==> config.mk <==
export PLATFORM = sky130hd
export DESIGN_NAME = pe_array_cfg_ctrl
export DESIGN_NICKNAME = d
export VERILOG_FILES = /design/src/rtl/pe_ctrl_pkg.sv /design/src/rtl/pe_load_addr_gen.sv /design/src/rtl/pe_array_cfg_ctrl.sv
export SDC_FILE = /design/constraint.sdc
export NUM_CORES = 1
export LEC_CHECK = 0
export ABC_CLOCK_PERIOD_IN_PS = 2300
export CORE_MARGIN = 3
export CORE_UTILIZATION = 47
export DETAILED_ROUTE_END_ITERATION = 16
export MAX_ROUTING_LAYER = met4
export PLACE_DENSITY = 0.86
export SYNTH_ARGS = -nofsm -noshare
export SYNTH_HDL_FRONTEND = slang
export SYNTH_SLANG_ARGS = --single-unit
==> constraint.sdc <==
create_clock -name clk -period 2.3 [get_ports clk]
set_input_delay 0.345 -clock clk [delete_from_list [all_inputs] [get_ports clk]]
set_output_delay 0.345 -clock clk [all_outputs]
set_load 0.01 [all_outputs]
==> src/rtl/pe_ctrl_pkg.sv <==
// pe_ctrl_pkg: shared sequencer state encoding and PE geometry defaults.
package pe_ctrl_pkg;
  localparam int PE_INST_W = 28;
  localparam int PE_BUF_DEPTH = 16;
  localparam int PE_DRAIN_CYC = 2;
  typedef enum logic [2:0] {
    S_IDLE  = 3'd0,
    S_CLEAR = 3'd1,
    S_LOAD  = 3'd2,
    S_RUN   = 3'd3,
    S_DRAIN = 3'd4,
    S_DONE  = 3'd5
  } state_e;
endpackage

==> src/rtl/pe_load_addr_gen.sv <==
// pe_load_addr_gen: context/PE counters for config loading, last-word flag and
// one-hot PE select for the word currently being accepted.
module pe_load_addr_gen #(
  parameter int NUM_PE    = 16,
  parameter int BUF_DEPTH = 16,
  parameter int NW        = $clog2(BUF_DEPTH) + 1
) (
  input  logic              clk,
  input  logic              rst,
  input  logic              clr,
  input  logic              adv,
  input  logic [NW-1:0]     num,
  output logic [NUM_PE-1:0] init_oh,
  output logic              last
);
  localparam int CXW = (BUF_DEPTH > 1) ? $clog2(BUF_DEPTH) : 1;
  localparam int PW  = (NUM_PE > 1) ? $clog2(NUM_PE) : 1;
  logic [CXW-1:0] ctx_q, ctx_d;
  logic [PW-1:0]  pe_idx_q, pe_idx_d;
  logic           ctx_end, pe_end;
  always_comb begin
    ctx_end  = ctx_q == CXW'(num - NW'(1));
    pe_end   = pe_idx_q == PW'(NUM_PE - 1);
    ctx_d    = clr ? '0 : adv ? (ctx_end ? '0 : ctx_q + CXW'(1)) : ctx_q;
    pe_idx_d = clr ? '0 : (adv && ctx_end) ? (pe_end ? '0 : pe_idx_q + PW'(1)) : pe_idx_q;
  end
  assign init_oh = NUM_PE'(1) << pe_idx_q;
  assign last    = ctx_end && pe_end;
  always_ff @(posedge clk) begin
    if (!rst) begin
      ctx_q    <= '0;
      pe_idx_q <= '0;
    end else begin
      ctx_q    <= ctx_d;
      pe_idx_q <= pe_idx_d;
    end
  end
endmodule

==> src/rtl/pe_array_cfg_ctrl.sv <==
// pe_array_cfg_ctrl: clear/load/run/drain sequencer for a PE array.
// Optional PE_CFG_TIMEOUT_EN adds an idle-stream watchdog in LOAD that acts as abort.
module pe_array_cfg_ctrl
  import pe_ctrl_pkg::*;
#(
  parameter int NUM_PE    = 16,
  parameter int INST_W    = PE_INST_W,
  parameter int BUF_DEPTH = PE_BUF_DEPTH,
  parameter int DRAIN_CYC = PE_DRAIN_CYC,
  parameter int TIMEOUT   = 1024
) (
  input  logic                         clk,
  input  logic                         rst,
  input  logic                         start,
  input  logic                         abort,
  input  logic [$clog2(BUF_DEPTH):0]   num_inst,
  input  logic                         cfg_valid,
  input  logic [INST_W-1:0]            cfg_data,
  output logic                         cfg_ready,
  output logic                         pe_clr,
  output logic [INST_W-1:0]            pe_inst,
  output logic [NUM_PE-1:0]            pe_init,
  output logic                         pe_run,
  output logic                         busy,
  output logic                         done,
  output logic                         err
);
  localparam int NW = $clog2(BUF_DEPTH) + 1;
  localparam int CW = $clog2(BUF_DEPTH + DRAIN_CYC + 1) + 1;
  state_e             state_q, state_d;
  logic [CW-1:0]      cnt_q, cnt_d;
  logic [NW-1:0]      num_q, num_d;
  logic               cfg_ready_q, cfg_ready_d, pe_clr_q, pe_clr_d, pe_run_q, pe_run_d;
  logic               busy_q, busy_d, done_q, done_d, err_q, err_d;
  logic [INST_W-1:0]  pe_inst_q, pe_inst_d;
  logic [NUM_PE-1:0]  pe_init_q, pe_init_d, init_oh;
  logic               hs, acc, kill, tmo, num_ok, last;
  pe_load_addr_gen #(.NUM_PE(NUM_PE), .BUF_DEPTH(BUF_DEPTH), .NW(NW)) u_addr (
    .clk(clk), .rst(rst), .clr(state_q == S_CLEAR), .adv(acc), .num(num_q),
    .init_oh(init_oh), .last(last)
  );
`ifdef PE_CFG_TIMEOUT_EN
  localparam int TW = $clog2(TIMEOUT + 1);
  logic [TW-1:0] to_q, to_d;
  always_comb begin
    to_d = (state_q == S_LOAD && !hs) ? to_q + TW'(1) : '0;
  end
  assign tmo = state_q == S_LOAD && !hs && to_q == TW'(TIMEOUT - 1);
  always_ff @(posedge clk) begin
    if (!rst) to_q <= '0;
    else      to_q <= to_d;
  end
`else
  assign tmo = TIMEOUT < 0;
`endif
  always_comb begin
    hs     = cfg_valid && cfg_ready_q;
    kill   = (abort && state_q != S_IDLE) || tmo;
    acc    = hs && !kill;
    num_ok = num_inst != '0 && num_inst <= NW'(BUF_DEPTH);
    state_d = state_q;
    cnt_d   = cnt_q;
    num_d   = num_q;
    case (state_q)
      S_IDLE:  if (start && num_ok) begin
                 state_d = S_CLEAR;
                 num_d   = num_inst;
               end
      S_CLEAR: state_d = S_LOAD;
      S_LOAD:  if (hs && last) begin
                 state_d = S_RUN;
                 cnt_d   = '0;
               end
      S_RUN:   begin
                 cnt_d = cnt_q + CW'(1);
                 if (cnt_q == CW'(num_q) - CW'(1)) begin
                   state_d = S_DRAIN;
                   cnt_d   = '0;
                 end
               end
      S_DRAIN: begin
                 cnt_d = cnt_q + CW'(1);
                 if (cnt_q == CW'(DRAIN_CYC)) state_d = S_DONE;
               end
      default: state_d = S_IDLE;
    endcase
    if (kill) state_d = S_IDLE;
    // pe_run lags RUN by one cycle so it starts right after the last pe_init
    pe_run_d    = state_q == S_RUN && !kill;
    pe_clr_d    = state_d == S_CLEAR || kill;
    err_d       = (state_q == S_IDLE && start && !num_ok) || kill;
    cfg_ready_d = state_d == S_LOAD;
    busy_d      = state_d != S_IDLE;
    done_d      = state_d == S_DONE;
    pe_init_d   = acc ? init_oh : '0;
    pe_inst_d   = acc ? cfg_data : pe_inst_q;
  end
  always_ff @(posedge clk) begin
    if (!rst) begin
      state_q     <= S_IDLE;
      cnt_q       <= '0;
      num_q       <= '0;
      cfg_ready_q <= 1'b0;
      pe_clr_q    <= 1'b0;
      pe_run_q    <= 1'b0;
      busy_q      <= 1'b0;
      done_q      <= 1'b0;
      err_q       <= 1'b0;
      pe_inst_q   <= '0;
      pe_init_q   <= '0;
    end else begin
      state_q     <= state_d;
      cnt_q       <= cnt_d;
      num_q       <= num_d;
      cfg_ready_q <= cfg_ready_d;
      pe_clr_q    <= pe_clr_d;
      pe_run_q    <= pe_run_d;
      busy_q      <= busy_d;
      done_q      <= done_d;
      err_q       <= err_d;
      pe_inst_q   <= pe_inst_d;
      pe_init_q   <= pe_init_d;
    end
  end
  assign cfg_ready = cfg_ready_q;
  assign pe_clr    = pe_clr_q;
  assign pe_inst   = pe_inst_q;
  assign pe_init   = pe_init_q;
  assign pe_run    = pe_run_q;
  assign busy      = busy_q;
  assign done      = done_q;
  assign err       = err_q;
endmodule

======== Word level (Yosys, flattened, before mapping) ========
Cells that the tools add are included.
cells by class
  add/subtract/negate cells ............... 5
  reductions and logical operators ........ 24
  eq/ne operators ......................... 12
  bitwise operators ....................... 1
  magnitude comparators ................... 1
  mux-type cells .......................... 11
  shift-type cells ........................ 1
operators by type and width
  kind                                                                number
  6-bit case mux with 3 select lines                                  1
  1-bit by 4-bit left shift with 16-bit output, first input constant  1
  3-bit two-way mux                                                   5
  3-bit case mux with 5 select lines                                  1
  6-bit two-way mux                                                   2
  1-bit logical AND                                                   11
  3-bit by 2-bit == test with 1-bit output, second input constant     3
  3-bit nonzero test                                                  3
  4-bit by 1-bit adder with 4-bit output, second input constant       2
  4-bit two-way mux                                                   2
  6-bit by 1-bit adder with 6-bit output, second input constant       1
  3-bit by 1-bit == test with 1-bit output, second input constant     2
  3-bit == test, second input constant                                2
  6-bit by 2-bit == test with 1-bit output, second input constant     1
  6-bit == test                                                       1
  2-bit AND reduction                                                 3
  5-bit by 1-bit subtractor with 6-bit output, second input constant  1
  5-bit <= comparator, second input constant                          1
  5-bit nonzero test                                                  1
  4-bit == test                                                       1
  4-bit == test, second input constant                                1
  4-bit by 1-bit subtractor with 4-bit output, second input constant  1
  3-bit zero test                                                     1
  1-bit zero test                                                     2
  4 further kinds                                                     5
storage, ports and cells
  logic and storage cells ................. 68
  register bits ........................... 72
  input bits .............................. 38
  output and inout port bits .............. 50

======== Longest topological paths before layout ========
  depth in word-level cells ............... 9
  mapped depth ............................ 7
  depth with buffers taken out ............ 7

======== Hierarchy ========
A second synthesis with hierarchy kept.
second synthesis, totals
  cells, all modules ...................... 355
  area total of the unflattened synthesis .. 3239.4 um^2
modules (own cells, without submodules)
  module             sequential area each (um^2)  area each (um^2)  cells an instance  instances
  pe_array_cfg_ctrl  1281.2                       2519.9            271                1
  pe_load_addr_gen   160.2                        719.4             84                 1

======== Worst setup path after synthesis ========
No wires, ideal clock.
  path type ............................... register to register
  start point ............................. register num_q[0]
  end point ............................... register done_q, in the netlist done
  setup time .............................. 0.079 ns
  clock period less this slack ............ 1.913 ns
  arrival time ............................ 1.834 ns
  slack ................................... 0.387 ns
  required time ........................... 2.221 ns
  buffers on the path ..................... 0
  cell stages (with the launch flop) ...... 8
  path through ............................ dfxtp_1 > inv_1 > ha_1 > o21ba_1 > a221oi_1 > a41oi_1 > or3_4 > a211oi_2
between the ends
  cells in the longest elaborated chain, start to end .. 8
  elaborated cells on any way between the ends .. 11
  classes of those cells .................. add/sub (2); eq/ne (3); mux (4); reduce/logical (2)
RTL lines
  item                                         RTL line                  source
  start: declaration                           pe_array_cfg_ctrl.sv:32   logic [NW-1:0] num_q, num_d;
  start signal: assignment                     pe_array_cfg_ctrl.sv:114  num_q <= num_d;
  4-bit by 1-bit subtractor with 4-bit output  pe_load_addr_gen.sv:22    ctx_end = ctx_q == CXW'(num - NW'(1));
  4-bit == test                                pe_load_addr_gen.sv:22
  1-bit logical AND                            pe_load_addr_gen.sv:28    assign last = ctx_end && pe_end;
  1-bit logical AND                            pe_array_cfg_ctrl.sv:70   S_LOAD: if (hs && last) begin
  3-bit two-way mux                            pe_array_cfg_ctrl.sv:70
  3-bit case mux with 5 select lines (*)       pe_array_cfg_ctrl.sv:64   case (state_q)
  3-bit two-way mux (*)                        pe_array_cfg_ctrl.sv:87   if (kill) state_d = S_IDLE;
  3-bit == test (*)                            pe_array_cfg_ctrl.sv:94   done_d = state_d == S_DONE;
  end signal: assignment                       pe_array_cfg_ctrl.sv:119  done_q <= done_d;
  end: declaration                             pe_array_cfg_ctrl.sv:34   logic busy_q, busy_d, done_q, done_d, err_q, err_d;
Every way passes the cells marked *; elsewhere a longest branch is shown, timed or not.
A chain may end at the register's enable or synchronous reset.

======== Worst setup path after layout ========
Ends and elaborated chain as after synthesis.

==> summary.txt <==
ANT nets after route: 0
final routed DRC violation total: 0
1st-iter DRT viols: 96
most frequent cells in the layout: clkdlybuf4s50_1, dfxtp_1, nand2_1, a21boi_0, nor2_1
gr ovfl total: 0
Hold Worst Slack: 0.464 ns
Buffers on Ports: 87
number of distinct library cells after synthesis: 43
Critical Path Fanout Max: 5
detailed-route wire length per cell: 13.8 um
ant diodes: 0
routability congestion estimate: 0.866
Sink Count: 72
final instance area: 4230 sq um
Final setup viols: 0
xor/xnor share of the synthesized area: 6.93%
status: complete, no violations
Reg clk slew, reported paths: 0.08 ns
Least-Margin Pin Slew: 0.519 ns
Max Cap Violations: 0
Pwr Density: 602 nW/um^2
Die Span Y: 86.8 um
H-tree Lvls: 3
vias in the first global route: 2467
post-synthesis sequential area ratio: 47.0%
Leak Pwr: 0.00155 uW
Worst Skew: 0.00826 ns
Area after DPL: 4010 sq um
initial antenna violation count: 0
HP Class: register to register
CTS tree: built
synth warn: 0
row cnt: 28
CTS Buffer Depth: 2
via count: 2552
total global routing track utilization: 19.8%
Root Buffer: clkbuf_8
Nets: 468
share of post-route cells with drive strength above 1: 8.24%
Cells after Synth: 333
average size of a mapped cell: 9.22 sq um
Vias/cell: 5.10
Synth Cell Area: 3070 sq um
hold-fix buffers at CTS: 0
Pwr Total: 2550 uW
Post-Route Utilization: 69.0%
syn_nets: 381
worst vdd ir: 0.393 mV
core area: 6130 sq um
Post-CTS Setup Bufs: 0
largest net degree at the start of global routing: 31
Worst Path Class, Setup: register to register
Initial Util: 50.1%
Worst Setup Start Kind: register
synth-to-layout area growth: 37.9%
Resized Gates After CTS: 0
compound-cell area share of the yosys netlist: 12.7%
cts bufs inserted: 9
crit end category: register
worst path arrival time: 2.32 ns
First-pass DRT Iterations: 4
Slew headroom: 64.9%
Fill cells: 491
setup_tns: 0 ns
RSZ-0062 raised after global routing: no
I/O pin count: 88
Max Slew Vio Count: 0
DIE WIDTH: 86.8 um
most common cell after layout, fill and taps aside: clkdlybuf4s50_1
DP Wirelength: 5140 um
post-synthesis adder-cell area fraction: 4.08%
post-route minimum period: 2.06 ns
first-pass GRT wire length: 11500 um
Achievable Freq: 485 MHz
#FFs+latches synth: 72
total die area: 7540 sq um
period utilisation layout: 89.6%
worst skew pair latency: 0.33 ns
largest family of logic cells by synthesized area: simple AND/OR/NAND/NOR gates
DRT Wirelength: 6920 um
final hold vios: 0
post-synthesis mux area share: 2.61%
simple-gate portion of the synthesized area: 23.4%
Crit path required time: 2.56 ns
## Yosys cell counts
master     instances  area share, %
or3_4              2           0.73
nand3b_1           1           0.24
nand2b_1           3           0.61
o41ai_1            1           0.29
or3b_2             1           0.29
xor2_1             9            2.6
ha_1              10            4.1
a2111oi_2          1           0.49
nand4_1            3           0.61
a21oi_1            5           0.82
o31ai_2            1           0.41
nor2_1            19            2.3
xnor3_1            1           0.73
nand3_1            6           0.98
a32o_1             1           0.33
or3b_1             1           0.29
and2_1            10            2.0
nand2_1           66            8.1
clkbuf_1          11            1.3
o21ai_0            4           0.65
nor4_1             5            1.0
o21ba_1            1           0.33
mux2i_1            8            2.6
or4_1              1           0.24
a21boi_0          29            7.1
inv_1              8           0.98
a211oi_2           1           0.41
dfxtp_1           72             47
nor3_1            11            1.8
xnor2_2            2            1.1
a31oi_1            2           0.41
a221oi_1           1           0.29
nor3b_1            1           0.24
buf_2              6           0.98
a41oi_1            1           0.29
nor2b_1            7            1.4
o31ai_4            1           0.69
and3_1             6            1.2
xnor2_1            9            2.6
o21bai_1           1           0.24
or2_1              1           0.20
nor3_2             2           0.65
nand4_2            1           0.41
## cells by family after synthesis
family | count (synthesis)
simple gates | 147
flops | 72
compound gates | 50
buf+inv | 25
xor+xnor | 21
fa+ha+maj | 10
mux | 8
## routing by layer
| metal | share of wire, % | routed length, um | GRT usage, % |
|---|---|---|---|
| met1 | 42 | 2930 | 23.0 |
| met5 | 0 | 0 | - |
| met2 | 53 | 3640 | 34.2 |
| met4 | 1.3 | 89 | 7.65 |
| met3 | 3.8 | 260 | 3.04 |
## worst max-delay path: stages, from the launching register on
cell	delay [ns]
dfxtp_2	0.39
inv_1	0.06
ha_1	0.26
o21ba_1	0.19
a221oi_1	0.29
a41oi_1	0.16
or3_4	0.48
a211oi_2	0.18
## layout make-up
type	count	area (sq um)	share of cell area (%)
clock buffers	12	165	3.90
clock inverters	4	51.3	1.21
inverters	8	30.0	0.710
multi-input cells	236	1530	36.2
flip-flops and latches	72	1440	34.1
well taps	75	93.8	2.22
repair buffers	93	916	21.6
## power breakdown
| part | switching (uW) | internal, uW | total, uW | leakage (uW) |
|---|---|---|---|---|
| logic | 89.2 | 130 | 219 | 0.000863 |
| registers | 16.8 | 1260 | 1280 | 0.000582 |
| clock network | 459 | 590 | 1050 | 0.000109 |
## sequential cells by signal, summed over array words and instances (netlist names), 3 cells and up
signal           count
cnt_q                6
u_addr.pe_idx_q      4
pe_inst             28
state_q              3
num_q                5
u_addr.ctx_q         4
pe_init             16
## worst paths after layout
| check | from | end | slack (ns) | cells after the start |
|---|---|---|---|---|
| max | num_q[0] | done | 0.24 | 7 |
| min | pe_inst[13] | pe_inst[13] | 0.46 | 2 |
| max reg2reg | num_q[0] | done | 0.24 | 7 |
| min reg2reg | pe_inst[13] | pe_inst[13] | 0.46 | 2 |
## per-stage QoR
| stage | worst slack (ns) | instances |
|---|---|---|
| floorplan | 0.387 | 333 |
| global placement | 0.241 | 484 |
| detailed placement | 0.212 | 484 |
| CTS | 0.196 | 500 |
| global route | 0.0809 | 500 |
| finish | 0.239 | 500 |
(Power assumes the default switching activity.)
